--- config.mk ---
export PLATFORM = sky130hd
export DESIGN_NAME = ex_wb_commit
export DESIGN_NICKNAME = d
export VERILOG_FILES = /design/src/rtl/ex_wb_commit_pkg.sv /design/src/rtl/ex_wb_commit_align.sv /design/src/rtl/ex_wb_commit.sv
export SDC_FILE = /design/constraint.sdc
export NUM_CORES = 1
export LEC_CHECK = 0
export ABC_AREA = 1
export CAP_MARGIN = 15
export CELL_PAD_IN_SITES_DETAIL_PLACEMENT = 1
export CELL_PAD_IN_SITES_GLOBAL_PLACEMENT = 1
export CORE_MARGIN = 4
export CORE_UTILIZATION = 30
export DETAILED_ROUTE_END_ITERATION = 10
export GPL_ROUTABILITY_DRIVEN = 0
export GPL_TIMING_DRIVEN = 0
export PLACE_DENSITY = 0.87
export RECOVER_POWER = 50
export SLEW_MARGIN = 20
export SYNTH_ARGS = -nofsm -noshare
export SYNTH_HDL_FRONTEND = slang
export SYNTH_SLANG_ARGS = --single-unit
--- constraint.sdc ---
create_clock -name clk -period 1.8 [get_ports clk]
set_input_delay 0.18 -clock clk [delete_from_list [all_inputs] [get_ports clk]]
set_output_delay 0.18 -clock clk [all_outputs]
set_load 0.02 [all_outputs]
--- src/rtl/ex_wb_commit_pkg.sv ---
// ex_wb_commit_pkg: opcode map, exception codes, WB state encoding and op-class helpers.
package ex_wb_commit_pkg;
  localparam int OPW = 6;
  typedef enum logic [2:0] {IDLE, HOLD, MREQ, MRESP, DRAIN} st_t;
  localparam logic [4:0] NO_EXC = 5'h1f, ADEL = 5'd4, ADES = 5'd5, DBE = 5'd7, OV = 5'd12;
  localparam logic [3:0] BE_B = 4'b0001, BE_H = 4'b0011, BE_W = 4'b1111;
  localparam logic [OPW-1:0] OP_ADD = 6'd0, OP_ADDU = 6'd1, OP_SUB = 6'd2, OP_SUBU = 6'd3;
  localparam logic [OPW-1:0] OP_AND = 6'd4, OP_OR = 6'd5, OP_XOR = 6'd6, OP_NOR = 6'd7;
  localparam logic [OPW-1:0] OP_SLT = 6'd8, OP_SLTU = 6'd9, OP_SLL = 6'd10, OP_SRL = 6'd11;
  localparam logic [OPW-1:0] OP_SRA = 6'd12, OP_LUI = 6'd13, OP_ADDI = 6'd14;
  localparam logic [OPW-1:0] OP_MFHI = 6'd15, OP_MFLO = 6'd16, OP_MFC0 = 6'd17;
  localparam logic [OPW-1:0] OP_MTHI = 6'd18, OP_MTLO = 6'd19, OP_MTC0 = 6'd20, OP_ERET = 6'd21;
  localparam logic [OPW-1:0] OP_BEQ = 6'd22, OP_BNE = 6'd23, OP_BGEZ = 6'd24, OP_BGTZ = 6'd25;
  localparam logic [OPW-1:0] OP_BLEZ = 6'd26, OP_BLTZ = 6'd27, OP_BGEZAL = 6'd28, OP_BLTZAL = 6'd29;
  localparam logic [OPW-1:0] OP_J = 6'd30, OP_JAL = 6'd31, OP_JR = 6'd32, OP_JALR = 6'd33;
  localparam logic [OPW-1:0] OP_LB = 6'd34, OP_LBU = 6'd35, OP_LH = 6'd36, OP_LHU = 6'd37;
  localparam logic [OPW-1:0] OP_LW = 6'd38, OP_SB = 6'd39, OP_SH = 6'd40, OP_SW = 6'd41;
  function automatic logic is_load(input logic [OPW-1:0] op);
    return op inside {[OP_LB:OP_LW]};
  endfunction
  function automatic logic is_store(input logic [OPW-1:0] op);
    return op inside {[OP_SB:OP_SW]};
  endfunction
  function automatic logic is_branch(input logic [OPW-1:0] op);
    return op inside {[OP_BEQ:OP_JALR]};
  endfunction
  function automatic logic writes_rf(input logic [OPW-1:0] op);
    return op inside {[OP_ADD:OP_MFC0], OP_JAL, OP_JALR, OP_BGEZAL, OP_BLTZAL};
  endfunction
  function automatic logic is_ovf(input logic [OPW-1:0] op);
    return op inside {OP_ADD, OP_ADDI, OP_SUB};
  endfunction
  function automatic logic is_byte(input logic [OPW-1:0] op);
    return op inside {OP_LB, OP_LBU, OP_SB};
  endfunction
  function automatic logic is_half(input logic [OPW-1:0] op);
    return op inside {OP_LH, OP_LHU, OP_SH};
  endfunction
  function automatic logic misaligned(input logic [OPW-1:0] op, input logic [1:0] a);
    return is_half(op) ? a[0] : op inside {OP_LW, OP_SW} ? |a : 1'b0;
  endfunction
endpackage

--- src/rtl/ex_wb_commit_align.sv ---
// wb_load_align: store byte enables and lane-replicated data, load lane extract with sign/zero extend.
module wb_load_align
  import ex_wb_commit_pkg::*;
(
  input  logic [OPW-1:0] op,
  input  logic [1:0]     a,
  input  logic [31:0]    rdata,
  input  logic [31:0]    wr,
  output logic [3:0]     be,
  output logic [31:0]    wdata,
  output logic [31:0]    ldata
);
  logic [7:0] b;
  logic [15:0] h;
  always_comb begin
    b = rdata[{a, 3'b000} +: 8];
    h = a[1] ? rdata[31:16] : rdata[15:0];
    be = is_byte(op) ? BE_B << a : is_half(op) ? BE_H << {a[1], 1'b0} : BE_W;
    wdata = is_byte(op) ? {4{wr[7:0]}} : is_half(op) ? {2{wr[15:0]}} : wr;
    ldata = op == OP_LB ? {{24{b[7]}}, b}
          : op == OP_LBU ? {24'd0, b}
          : op == OP_LH ? {{16{h[15]}}, h}
          : op == OP_LHU ? {16'd0, h}
          : rdata;
  end
endmodule

--- src/rtl/ex_wb_commit.sv ---
// ex_wb_commit: WB stage -- data-memory access, load align, rf commit, mispredict redirect, precise exceptions.
// Build option WB_ADDR_EXC_EN: misaligned LH/LHU/LW and SH/SW trap (AdEL/AdES) instead of being forced aligned.
module ex_wb_commit
  import ex_wb_commit_pkg::*;
#(
  parameter int ACK_TIMEOUT = 255,
  parameter int OP_W = 6
) (
  input  logic            clk,
  input  logic            reset,
  input  logic            flush,
  input  logic            ex_valid_ns,
  output logic            wb_allin,
  input  logic [4:0]      ex_dest_addr,
  input  logic [31:0]     ex_pc,
  input  logic [OP_W-1:0] ex_op,
  input  logic [31:0]     ex_out,
  input  logic [31:0]     ex_out_wr,
  input  logic            ex_fu_ov,
  input  logic [4:0]      ex_exp_code,
  input  logic            ex_branchcond,
  input  logic            ex_bp_result,
  output logic            dmem_req,
  output logic            dmem_we,
  output logic [3:0]      dmem_be,
  output logic [31:0]     dmem_addr,
  output logic [31:0]     dmem_wdata,
  input  logic            dmem_ack,
  input  logic [31:0]     dmem_rdata,
  output logic            rf_we,
  output logic [4:0]      rf_waddr,
  output logic [31:0]     rf_wdata,
  output logic            redirect_valid,
  output logic [31:0]     redirect_pc,
  output logic            exc_valid,
  output logic [4:0]      exc_code,
  output logic [31:0]     exc_pc,
  output logic [31:0]     exc_badvaddr
);
  st_t state, ns;
  logic [OP_W-1:0] e_op;
  logic [4:0] e_dest, e_exc, c_exc;
  logic [31:0] e_pc, e_out, e_wr, ld_q, ld_val, wdata;
  logic [15:0] cnt;
  logic [3:0] be;
  logic e_bp, tmo, accept, to, hold_c, ok, req, unused_ok;
  assign unused_ok = ex_branchcond;
  assign wb_allin = (state == IDLE || state == HOLD || state == MREQ && 1'b0 || state == MRESP) && !flush;
  assign accept = wb_allin && ex_valid_ns;
  assign to = ACK_TIMEOUT != 0 && state == MREQ && !dmem_ack && cnt == 16'(ACK_TIMEOUT);
  assign c_exc = ex_exp_code != NO_EXC ? ex_exp_code
               : ex_fu_ov && is_ovf(ex_op) ? OV
`ifdef WB_ADDR_EXC_EN
               : misaligned(ex_op, ex_out[1:0]) ? (is_store(ex_op) ? ADES : ADEL)
`endif
               : NO_EXC;
  always_comb begin
    ns = IDLE;
    if (accept) ns = c_exc == NO_EXC && (is_load(ex_op) || is_store(ex_op)) ? MREQ : HOLD;
    else if (state == MREQ) ns = dmem_ack ? (is_load(e_op) && !flush ? MRESP : IDLE) : (flush || to ? DRAIN : MREQ);
    else if (state == DRAIN) ns = dmem_ack ? IDLE : DRAIN;
  end
  always_ff @(posedge clk) begin
    if (reset) begin
      state <= IDLE;
      cnt <= '0;
      tmo <= 1'b0;
      ld_q <= '0;
      e_op <= '0;
      e_dest <= '0;
      e_pc <= '0;
      e_out <= '0;
      e_wr <= '0;
      e_bp <= 1'b0;
      e_exc <= NO_EXC;
    end else begin
      state <= ns;
      cnt <= state == MREQ && !dmem_ack ? cnt + 16'd1 : '0;
      tmo <= ns == DRAIN && (tmo || (to && !flush));
      if (state == MREQ && dmem_ack) ld_q <= dmem_rdata;
      if (accept) begin
        e_op <= ex_op;
        e_dest <= ex_dest_addr;
        e_pc <= ex_pc;
        e_out <= ex_out;
        e_wr <= ex_out_wr;
        e_bp <= ex_bp_result;
        e_exc <= c_exc;
      end
    end
  end
  wb_load_align u_align (
    .op(e_op), .a(e_out[1:0]), .rdata(ld_q), .wr(e_wr), .be(be), .wdata(wdata), .ldata(ld_val)
  );
  // A timed-out request is dropped in DRAIN; a flushed one stays on the bus until its ack.
  always_comb begin
    hold_c = state == HOLD && !flush;
    ok = hold_c && e_exc == NO_EXC;
    req = state == MREQ || (state == DRAIN && !tmo);
    dmem_req = req;
    dmem_we = req && is_store(e_op);
    dmem_be = req ? be : '0;
    dmem_addr = req ? {e_out[31:2], 2'b00} : '0;
    dmem_wdata = req && is_store(e_op) ? wdata : '0;
    rf_we = e_dest != 5'd0 && ((ok && writes_rf(e_op)) || (state == MRESP && !flush));
    rf_waddr = rf_we ? e_dest : '0;
    rf_wdata = !rf_we ? '0 : state == MRESP ? ld_val : e_out;
    redirect_valid = ok && is_branch(e_op) && !e_bp;
    redirect_pc = redirect_valid ? e_wr : '0;
    exc_valid = (hold_c && e_exc != NO_EXC) || (to && !flush);
    exc_code = !exc_valid ? '0 : state == HOLD ? e_exc : DBE;
    exc_pc = exc_valid ? e_pc : '0;
    exc_badvaddr = exc_valid && exc_code inside {ADEL, ADES, DBE} ? e_out : '0;
  end
endmodule

==> results of run 1 <==
[sequential cells by signal, indices dropped and copies added (netlist names), 3 cells and up]
name / cells
state: 3
ld_q: 32
e_exc: 5
e_op: 6
cnt: 16
e_wr: 32
e_out: 32
e_dest: 5
e_pc: 32
[layout make-up]
cell class / count / area share
diodes: 2 / 0.000250
repair buffers: 576 / 0.322
well taps: 390 / 0.0244
repair inverters: 1 / 0.000438
inverters: 189 / 0.0415
plain buffers: 82 / 0.0476
flip-flops and latches: 165 / 0.167
clock inverters: 13 / 0.00800
multi-input cells: 926 / 0.367
clock buffers: 18 / 0.0219
[logic make-up (layout without fill, tap and decap cells)]
| kind of cell | after synthesis | in the layout | share of synthesized area |
|---|---|---|---|
| compound gates | 424 | 424 | 0.254 |
| xor+xnor | 1 | 1 | 0.000965 |
| fa+ha+maj | 1 | 1 | 0.00138 |
| buf+inv | 274 | 879 | 0.130 |
| flops | 165 | 165 | 0.364 |
| other cells | 1 | 4 | 0.000413 |
| simple gates | 498 | 498 | 0.249 |
[worst reg2reg max path, delay by kind of cell (launching register included)]
| kind | cells | cell delay (ns) |
|---|---|---|
| buffers and inverters | 8 | 1.00 |
| AO/OA/AOI/OAI | 2 | 0.40 |
| flip-flops | 1 | 0.35 |
| AND/OR/NAND/NOR | 2 | 0.24 |
[worst min-delay path by stage]
stage                     to  cells after the start
global route        e_wr[29]                      3
finish              e_wr[23]                      3
CTS                  e_pc[5]                      3
floorplan           e_exc[2]                      2
detailed placement    cnt[0]                      1
global placement      cnt[0]                      1
[stage by stage]
step	hold slack [ns]	instance area (sq um)	setup slack (ns)	power (W)	utilization
final	0.390	20000	-0.887	0.0115	0.674
after detailed placement	0.448	13600	-1.00	0.00585	0.458
after floorplan	0.310	9520	-0.0757	0.00502	-
after global routing	0.407	20000	-0.955	0.0117	0.673
after global placement	0.433	13600	-0.926	0.00579	0.458
after CTS	0.353	17100	-0.737	0.0101	0.574
[layer usage]
| layer | up-vias | global-route usage | wire [um] |
|---|---|---|---|
| li1 | 5632 | - | - |
| met1 | 6824 | 0.336 | 24400 |
| met2 | 1082 | 0.577 | 36500 |
| met3 | 453 | 0.0719 | 6120 |
| met4 | 0 | 0.158 | 7030 |
| met5 | - | 0 | 0 |
[repair_timing]
item	4_1_cts	5_1_grt
resized for setup	1551	750
buffers inserted	122	84
pin swaps	71	131
endpoints found under the hold margin	0	0
endpoints found under the setup margin	316	343
cloned	12	16
[power by group through the flow]
stage	clock network, W	registers [W]	logic, W
6_report	0.00410	0.00409	0.00332
5_1_grt	0.00420	0.00410	0.00340
4_1_cts	0.00389	0.00402	0.00221
3_5_place_dp	0	0.00409	0.00176
3_3_place_gp	0	0.00408	0.00171
2_1_floorplan	0	0.00404	0.000980
[layout by cell type, fill, tap and decap left out, types with 5 or more instances in the layout]
cell,count
o21ai_0,65
nand2_2,39
inv_4,9
o21ai_4,19
nand3_4,8
a21oi_1,101
a21oi_4,38
a22oi_1,10
clkinv_4,5
nand2_1,136
buf_6,272
nor2_4,169
inv_1,162
buf_8,25
dfxtp_2,8
inv_6,9
inv_8,8
nor2_2,14
clkdlybuf4s50_1,150
clkbuf_16,35
buf_12,42
dfxtp_4,9
nand3_2,20
nand4_1,9
a21oi_2,68
nand3_1,24
buf_4,114
nor2_1,34
clkbuf_1,14
clkbuf_2,12
o21ai_1,52
o21ai_2,56
buf_16,6
nand2_4,24
dfxtp_1,148
==> metrics.txt, run 1 <==
status finished, violations left; failing checks negative setup slack; max-slew violation count 0; endpoint type of the worst setup path primary output; Die ar. about 0.033 sq mm; crit-path max cell delay 0.39 ns; number of synthesized flops with an enable pin 0; drt first-iter violations 1163; Yosys reg bits 165; FP Rows 63; Clock transition at path regs about 0.09 ns; first-pass GRT wire length roughly 80 mm; crit path max fanout 6; final worst slack -0.887 ns; Setup-failing EPs final approximately 320; Worst Setup SP e_op[2]; root buffer cell clkbuf_16; Synth async-reset ratio 0; Avg Vias per Cell ~5.9; worst min path class input port to flop; count leader, synth a21oi_1; width of the die roughly 180 um; GRT Overall Usage 0.314; CP Class flop to primary output; multi-input combinational cell area around 0.0073 sq mm; pwr dens roughly 570 mW/mm^2; htree depth 4; CTS tree yes; Port Buffer Count 360; minimum clock period about 2.7 ns; clock share of power 0.356; aggregate negative setup slack -149.45 ns; crit path max-delay cell type dfxtp_4; Synthesis Warnings 0; crit path cell chain nor2_4 > a21oi_2 > nand2_1 > nand2_1 > nand2_1 > nand2_1 > nand2_1 > nand2_2 > buf_8 > buf_12 > buf_8 > a21oi_4 > buf_6; Int Power between 0.007 and 0.008 W; RSZ-0062 raised after global routing true; Critical Path Sink rf_wdata[22]; R2R depth 12; Post-CTS Hold Buffers 0; GRT overflow 0; CTS Sinks roughly 170; clk_skew roughly 0.023 ns; Yosys cell types 46; Flop pwr share 0.355; Syn Std Cell Area about 0.0091 sq mm; clock buffer depth 2; Register Area 0.00335 sq mm; register area share after synthesis 0.364; core box area slightly below 0.03 sq mm; die span in y between 150 and 200 um; Critical Path RT roughly 1.6 ns; CP bufs+invs 4; wire per inst about 31 um; post-synthesis cell count 1364; r2r endpoint e_pc[2]; post-route ant nets 0; final WL around 74 mm; placed cells around 2100; share of the synthesized area in the top cell type 0.364; Comb pwr share 0.288; Worst-Skew Late Latency around 0.46 ns; hpwl dp 34.8 mm; Rel. slew slack 0.339; largest cells by area after synthesis dfxtp_1, a21oi_1, o21ai_0, nand2_1, nor2_1; area grow syn2layout 121%; leakage between 7 and 8 nW; cell taking the most area after synthesis dfxtp_1; kind of cell adding the most delay to the critical path simple AND/OR/NAND/NOR gates; layout cells sized above 1 0.530; Initial Util 0.305; Max Fclk approximately 370 MHz; total number of vias between 10000 and 15000; peak supply drop a little under 0.0006 V; Worst R2R Setup Slack -0.29 ns; synth cell count leaders a21oi_1, nand2_1, nor2_1; Final Cycle Share 1.49; Post-Syn Area per Cell between 6 and 7 sq um; Worst-Margin Slew between 0.9 and 1 ns; crit-path most repeated cell nand2_1; fin cells 2362; Primary FF master, synth dfxtp_1; pin count of the biggest net entering global routing 17; max_cap viols 0; TritonCTS Buffers 17; switching pwr 0.00416 W; Critical Path AT about 2.5 ns; min-delay src ex_out_wr[23]; Detailed Routing Iterations Pass 1 7; Worst R2R Start state[0]; DRC viols 0; Sw Share 0.362; kind of start point of the critical path flop; vias in the first global route 13745; number of stages on the worst setup path 13; Fillers 3177; initial antenna violation count 1; Final Hold Viols 0; nets 2111; IO Count about 360
No activity file was read; power rests on OpenSTA's default activity.
==> run 2: changes to the inputs <==
--- a/config.mk
+++ b/config.mk
@@ -5,7 +5,6 @@
 export SDC_FILE = /design/constraint.sdc
 export NUM_CORES = 1
 export LEC_CHECK = 0
-export ABC_AREA = 1
 export CAP_MARGIN = 15
 export CELL_PAD_IN_SITES_DETAIL_PLACEMENT = 1
 export CELL_PAD_IN_SITES_GLOBAL_PLACEMENT = 1
@@ -14,7 +13,7 @@
 export DETAILED_ROUTE_END_ITERATION = 10
 export GPL_ROUTABILITY_DRIVEN = 0
 export GPL_TIMING_DRIVEN = 0
-export PLACE_DENSITY = 0.87
+export PLACE_DENSITY = 0.86
 export RECOVER_POWER = 50
 export SLEW_MARGIN = 20
 export SYNTH_ARGS = -nofsm -noshare
==> run 2 against run 1 <==
Compared with the run above:
- the flow still finishes with violations (negative setup slack)
- sequential share of layout area grew 2.5 points
- setup slack gained 0.0039 ns
- design area shrank 13%
- critical endpoint is now redirect_pc[9]
- global-route usage down 2.9 points
==> metrics.txt, run 2 <==
status finished, violations left; failing checks negative setup slack; Yosys reg bits 165 (unchanged); TritonCTS Buffers 17 (unchanged); Initial Util 0.306 (+0.000686); CTS tree yes; DRC viols 0 (unchanged); share of the synthesized area in the top cell type 0.373 (+0.00900); synth cell count leaders nand2_1, a21oi_1, dfxtp_1; largest cells by area after synthesis dfxtp_1, nand2_1, a21oi_1, and2_1, nor2b_1; max_cap viols 0 (unchanged); leakage 6.70 nW (-13%); Critical Path AT 2.50 ns (about the same); CP Class flop to primary output; Worst-Skew Late Latency 0.44 ns (-0.02 ns); Clock transition at path regs 0.08 ns (about the same); wire per inst 25.6 um (-18%); clk_skew 0.0111 ns (-0.0115 ns); post-synthesis cell count 1228 (-10%); count leader, synth nand2_1; cell taking the most area after synthesis dfxtp_1; Port Buffer Count 359 (-0.28%); RSZ-0062 raised after global routing true; width of the die 180 um (-1.2%); Setup-failing EPs final 356 (+12%); Register Area 0.00334 sq mm (-0.22%); minimum clock period 2.68 ns (-0.00386 ns); area grow syn2layout 96.6%; crit path max fanout 5 (-1); worst min path class input port to flop; Worst-Margin Slew 0.935 ns (-0.0563 ns); register area share after synthesis 0.373 (+0.00900); hpwl dp 31.9 mm (-8.2%); commonest non-fill, non-tap cell in the layout nand2_1; Fillers 3252 (+2.4%); aggregate negative setup slack -202.83 ns (-53.38 ns); Post-CTS Hold Buffers 0 (unchanged); Pwr Total 0.00924 W (-20%); drt first-iter violations 817 (-30%); vias in the first global route 12152 (-12%); Post-Syn Area per Cell 7.21 sq um (+8.4%); GRT overflow 0 (unchanged); Synthesis Warnings 0 (unchanged); peak supply drop 0.000625 V (+5.7%); htree depth 4 (unchanged); Syn Std Cell Area 0.00886 sq mm (-2.4%); first-pass GRT wire length 73.3 mm (-9.9%); Synth async-reset ratio 0 (unchanged); kind of start point of the critical path flop; Rel. slew slack 0.377 (+0.0376); clock buffer depth 2 (unchanged); CTS Sinks 165 (unchanged); Final Hold Viols 0 (unchanged); GRT Overall Usage 0.285 (-0.0288); Max Fclk 373 MHz (+0.14%); multi-input combinational cell area 0.00676 sq mm (-7.9%); post-route cell area 0.0174 sq mm (-13%); number of synthesized flops with an enable pin 0 (unchanged); nets 1909 (-9.6%); endpoint type of the worst setup path primary output; Critical Path RT 1.62 ns (about the same); initial antenna violation count 8 (+7); final WL 55.2 mm (-25%); Avg Vias per Cell 5.46 (-7.9%); max-slew violation count 0 (unchanged); total number of vias 11781 (-16%); pwr dens 531 mW/mm^2 (-7.7%); FP Rows 62 (-1.6%); die span in y 180 um (-1.2%); core box area 0.0289 sq mm (-2.6%); most frequent cells in the layout nand2_1, buf_6, a21oi_1; Detailed Routing Iterations Pass 1 5 (-2); layout cells sized above 1 0.431 (-0.0997); IO Count 364 (unchanged); pin count of the biggest net entering global routing 17 (unchanged); Final Cycle Share 1.49 (-0.00214); area post-placement 0.0140 sq mm (+2.9%); final worst slack -0.883 ns (+0.00386 ns); Die ar. 0.0323 sq mm (-2.3%); root buffer cell clkbuf_16; Yosys cell types 58 (+26%); Primary FF master, synth dfxtp_1; final core occ 0.602 (-0.0719); post-route ant nets 0 (unchanged); Worst R2R Setup Slack -0.60 ns (-0.31 ns); Setup WS pre-CTS -1.51 ns (-0.511 ns)
-- run 2: cell types whose count changed after synthesis, sizes merged, moves of 10 or more --
cell / delta
and2: +110
nor2: -161
inv: -182
a21o: +17
nand3: -43
o21ai: -173
nand2: +173
clkbuf: +11
mux2: +15
nor2b: +38
mux2i: +10
nor3b: +12
a22oi: -11
-- run 2: metrics by stage --
stage | hold slack, ns | cells
finish | 0.285 | 2159
global route | 0.285 | 2158
CTS | 0.280 | 2113
detailed placement | 0.447 | 1972
global placement | 0.438 | 1972
floorplan | 0.304 | 1229
-- run 2: worst max-delay path, cell delays in order, from the launching register on --
cell       delay, ns
dfxtp_1         0.43
and4_4          0.32
nand2_1         0.14
nor4_4          0.31
buf_6           0.19
buf_12          0.13
clkbuf_16       0.15
buf_6           0.11
and2_4          0.16
buf_6           0.12
-- run 2: per-layer routing --
metal  up-vias  GRT usage  routed length [um]
met5         -          0                  22
li1       5113          -                   -
met4         4      0.126                3870
met3       222     0.0574                3690
met2       629      0.522               27500
met1      5813      0.320               20200
-- run 2: kinds of logic after synthesis --
logic type / synth area share
AOI/OAI and AO/OA: 0.165
buffers and inverters: 0.0534
DFF: 0.373
other: 0.000423
adders and majority gates: 0.00141
muxes: 0.0482
xor gates and xnor gates: 0.0129
and+or+nand+nor: 0.345
-- run 2: path summary, 6_finish.rpt --
check / from / end / depth (start not counted)
setup / recovery: e_exc[3] / redirect_pc[9] / 9
hold / removal: ex_out[22] / e_out[22] / 3
setup reg to reg: state[1] / e_out[15] / 10
hold reg to reg: e_pc[12] / e_pc[12] / 2
-- run 2: area by class of cell --
class                      instances  share of cell area
tap                              384              0.0276
timing repair buffer             518               0.314
antenna                            6            0.000862
clock inverter                    12             0.00532
inverter                           7             0.00216
sequential                       165               0.192
multi-input combinational        962               0.388
clock buffer                      20              0.0262
buffer                            85              0.0436
-- run 2: where the power goes --
part / switching, W / internal (W) / leakage, nW
logic: 0.000844 / 0.000814 / 5.08
registers: 0.000181 / 0.00379 / 1.35
clock network: 0.00175 / 0.00186 / 0.266
-- run 2: repair_timing --
item,CTS,global route
gates resized for setup,1373,241
pin swaps,54,37
endpoints found under the setup margin,356,357
setup buffers,97,51
cloned,15,0
==> run 3: changes to the inputs <==
--- a/config.mk
+++ b/config.mk
@@ -8,12 +8,13 @@
 export CAP_MARGIN = 15
 export CELL_PAD_IN_SITES_DETAIL_PLACEMENT = 1
 export CELL_PAD_IN_SITES_GLOBAL_PLACEMENT = 1
-export CORE_MARGIN = 4
-export CORE_UTILIZATION = 30
+export CORE_MARGIN = 2
+export CORE_UTILIZATION = 40
 export DETAILED_ROUTE_END_ITERATION = 10
+export DONT_BUFFER_PORTS = 1
 export GPL_ROUTABILITY_DRIVEN = 0
 export GPL_TIMING_DRIVEN = 0
-export PLACE_DENSITY = 0.86
+export PLACE_DENSITY = 0.79
 export RECOVER_POWER = 50
 export SLEW_MARGIN = 20
 export SYNTH_ARGS = -nofsm -noshare
==> run 3 against run 2 <==
Compared with the run above:
- the run now fails in global routing (5_1_grt)
- area after synthesis unchanged
- synthesized cell count unchanged
==> metrics.txt, run 3 <==
status aborted with a tool error; placed cells 1509 (-23%); post-synthesis cell count 1228 (unchanged); Yosys reg bits 165 (unchanged); TritonCTS Buffers 17 (unchanged); register area share after synthesis 0.373 (unchanged); width of the die 153 um (-15%); hpwl dp 26.2 mm (-18%); IO Count 364 (unchanged); root buffer cell clkbuf_16; CTS Sinks 165 (unchanged); htree depth 4 (unchanged); GR repair worst EP rf_wdata[1]; synth cell count leaders nand2_1, a21oi_1, dfxtp_1; Stop Error [ERROR GRT-0232] Routing congestion too high. Check the congestion heatmap in the GUI.; Post-Syn Area per Cell 7.21 sq um (unchanged); share of the synthesized area in the top cell type 0.373 (unchanged); initial antenna violation count 13; Primary FF master, synth dfxtp_1; Synth async-reset ratio 0 (unchanged); Yosys cell types 58 (unchanged); Syn Std Cell Area 0.00886 sq mm (unchanged); die span in y 153 um (-15%); clock buffer depth 2 (unchanged); FP Rows 54 (-13%); Synthesis Warnings 0 (unchanged); failing step global routing (5_1_grt); number of synthesized flops with an enable pin 0 (unchanged); pin count of the biggest net entering global routing 17; Worst End Pin Type top-level output; GRT Overall Usage 0.895; Port Buffer Count 0 (-100%); largest cells by area after synthesis dfxtp_1, nand2_1, a21oi_1, and2_1, nor2b_1; count leader, synth nand2_1; cell taking the most area after synthesis dfxtp_1; GRT overflow 515; Initial Util 0.407 (+0.101)
[run 3: kinds of logic after synthesis]
logic type / share of synthesized area
AOI/OAI and AO/OA: 0.165
DFF: 0.373
adders and majority gates: 0.00141
xor gates and xnor gates: 0.0129
other: 0.000423
muxes: 0.0482
and+or+nand+nor: 0.345
buffers and inverters: 0.0534
[run 3: metrics by stage]
stage	util	cell area [sq um]	hold WS (ns)	setup WS, ns	setup TNS [ns]
after CTS	0.642	14000	0.0328	-0.755	-130.88
after global placement	0.473	10300	0.311	-0.980	-186.81
after detailed placement	0.473	10300	0.317	-0.993	-193.78
after floorplan	-	9930	0.304	-0.128	-8.25
[run 3: routing by layer]
metal  GRT usage  overflow
met1       0.852         2
met3       0.791        11
met5       0.377         1
met2        1.04       302
met4       0.985       199
[run 3: repair_timing]
item,4_1_cts
setup endpoints to repair,354
hold buffers,148
pin swaps,42
hold endpoints to repair,148
gates cloned,12
gates resized for setup,328
setup buffers,47
==> run 4: changes to the inputs <==
--- a/config.mk
+++ b/config.mk
@@ -6,15 +6,13 @@
 export NUM_CORES = 1
 export LEC_CHECK = 0
 export CAP_MARGIN = 15
-export CELL_PAD_IN_SITES_DETAIL_PLACEMENT = 1
-export CELL_PAD_IN_SITES_GLOBAL_PLACEMENT = 1
 export CORE_MARGIN = 2
-export CORE_UTILIZATION = 40
+export CORE_UTILIZATION = 25
 export DETAILED_ROUTE_END_ITERATION = 10
 export DONT_BUFFER_PORTS = 1
 export GPL_ROUTABILITY_DRIVEN = 0
 export GPL_TIMING_DRIVEN = 0
-export PLACE_DENSITY = 0.79
+export PLACE_DENSITY_LB_ADDON = 0.15
 export RECOVER_POWER = 50
 export SLEW_MARGIN = 20
 export SYNTH_ARGS = -nofsm -noshare
==> run 4 against run 3 <==
Compared with the run above:
- the flow now finishes, with violations (negative setup slack)
==> metrics.txt, run 4 (synthesis results as in run 2) <==
status finished, violations left; failing checks negative setup slack; width of the die 192 um (+26%); Pwr Total 0.00991 W; Die ar. about 0.037 sq mm; hold slack roughly 0.058 ns; Detailed Routing Iterations Pass 1 4; DRC viols 0; GRT overflow 0; first-pass GRT wire length around 60 mm; vias in the first global route 9403; core box area ~0.035 sq mm; wire per inst about 22 um; Setup-failing EPs final around 320; Worst-Skew Late Latency approximately 0.44 ns; GRT Overall Usage 0.214; post-route cell area 0.0171 sq mm; peak supply drop 0.000703 V; Critical Path RT around 1.6 ns; minimum clock period approximately 2.6 ns; leakage roughly 6.4 nW; clk_skew between 0.006 and 0.007 ns; pin count of the biggest net entering global routing 17; CTS tree yes; aggregate negative setup slack -131.70 ns; worst min path class input port to flop; pwr dens around 580 mW/mm^2; hpwl dp 28.3 mm (+8.3%); RSZ-0062 raised after global routing true; drt first-iter violations 387; FP Rows 68 (+26%); area grow syn2layout 93.1%; min-delay src ex_fu_ov; nets 1692; post-route ant nets 0; final WL approximately 44 mm; IO Count 364 (unchanged); crit path max fanout 6; Initial Util 0.255 (-0.152); clock buffer depth 2 (unchanged); Final Cycle Share 1.42; final worst slack -0.750 ns; Critical Path AT 2.37 ns; Final Hold Viols 0; max_cap viols 0; CP Class flop to primary output; initial antenna violation count 3; Max Fclk roughly 400 MHz; layout cells sized above 1 0.492; most frequent cells in the layout nand2_1, dfxtp_1, dlygate4sd3_1; TritonCTS Buffers 17 (unchanged); Avg Vias per Cell 4.92; total number of vias roughly 10000; Clock transition at path regs about 0.070 ns; max-slew violation count 0; endpoint type of the worst setup path primary output; htree depth 4 (unchanged); kind of start point of the critical path flop; Rel. slew slack 0.347; area post-placement 0.0105 sq mm (+2.1%); root buffer cell clkbuf_16; Worst-Margin Slew 0.980 ns; die span in y 192 um (+26%); Worst Setup SP e_op[4]; CTS Sinks 165 (unchanged); commonest non-fill, non-tap cell in the layout nand2_1; Worst R2R Start state[1]; Port Buffer Count 0 (unchanged)
[run 4: metrics by stage]
| step | instances | worst slack [ns] | utilization |
|---|---|---|---|
| after floorplan | 1229 | -0.128 | - |
| after global placement | 1684 | -1.05 | 0.303 |
| after detailed placement | 1684 | -1.09 | 0.303 |
| after CTS | 1945 | -0.819 | 0.425 |
| after global routing | 2009 | -0.841 | 0.492 |
| final | 2010 | -0.750 | 0.493 |
[run 4: layer usage]
metal	part of all wire	track usage	vias to the layer above
met5	0	0	-
met4	0.029	0.0746	0
met3	0.053	0.0428	70
met2	0.50	0.368	288
met1	0.41	0.263	4837
li1	-	-	4703
[run 4: timing repair]
item | CTS | global route
hold endpoints to repair | 150 | 0
gates resized for setup | 378 | 517
hold buffers | 147 | 0
pin swaps | 69 | 188
buffers inserted | 68 | 65
gates cloned | 17 | 19
endpoints found under the setup margin | 354 | 354
[run 4: cell type report]
| type | count | area, sq um |
|---|---|---|
| buffer | 83 | 926 |
| fill | 3213 | 17600 |
| tap | 455 | 569 |
| antenna | 3 | 7.51 |
| timing repair inverter | 1 | 6.26 |
| multi-input combinational | 963 | 7960 |
| inverter | 7 | 46.3 |
| clock buffer | 21 | 460 |
| sequential | 165 | 3340 |
| clock inverter | 11 | 175 |
| timing repair buffer | 301 | 3610 |
[run 4: worst paths after layout]
check | end | slack (ns) | depth (start not counted)
min reg2reg | e_pc[31] | 0.46 | 2
max reg2reg | e_pc[29] | -0.37 | 11
max | rf_wdata[6] | -0.75 | 8
min | e_exc[4] | 0.06 | 2
[run 4: worst max-delay path: stages (launching register included)]
cell and delay (ns):
dfxtp_4 0.37, or3b_4 0.40, buf_12 0.15, nor2_8 0.16, buf_12 0.13, buf_16 0.11
mux2i_2 0.07, o21ai_2 0.18, nor3b_4 0.34
[run 4: power by group]
part	total, W	leakage (nW)	internal, W	switching [W]
sequential	0.00397	1.35	0.00379	0.000181
combinational	0.00189	4.72	0.000943	0.000945
clock	0.00405	0.303	0.00240	0.00164
total	0.00991	6.38	0.00714	0.00277
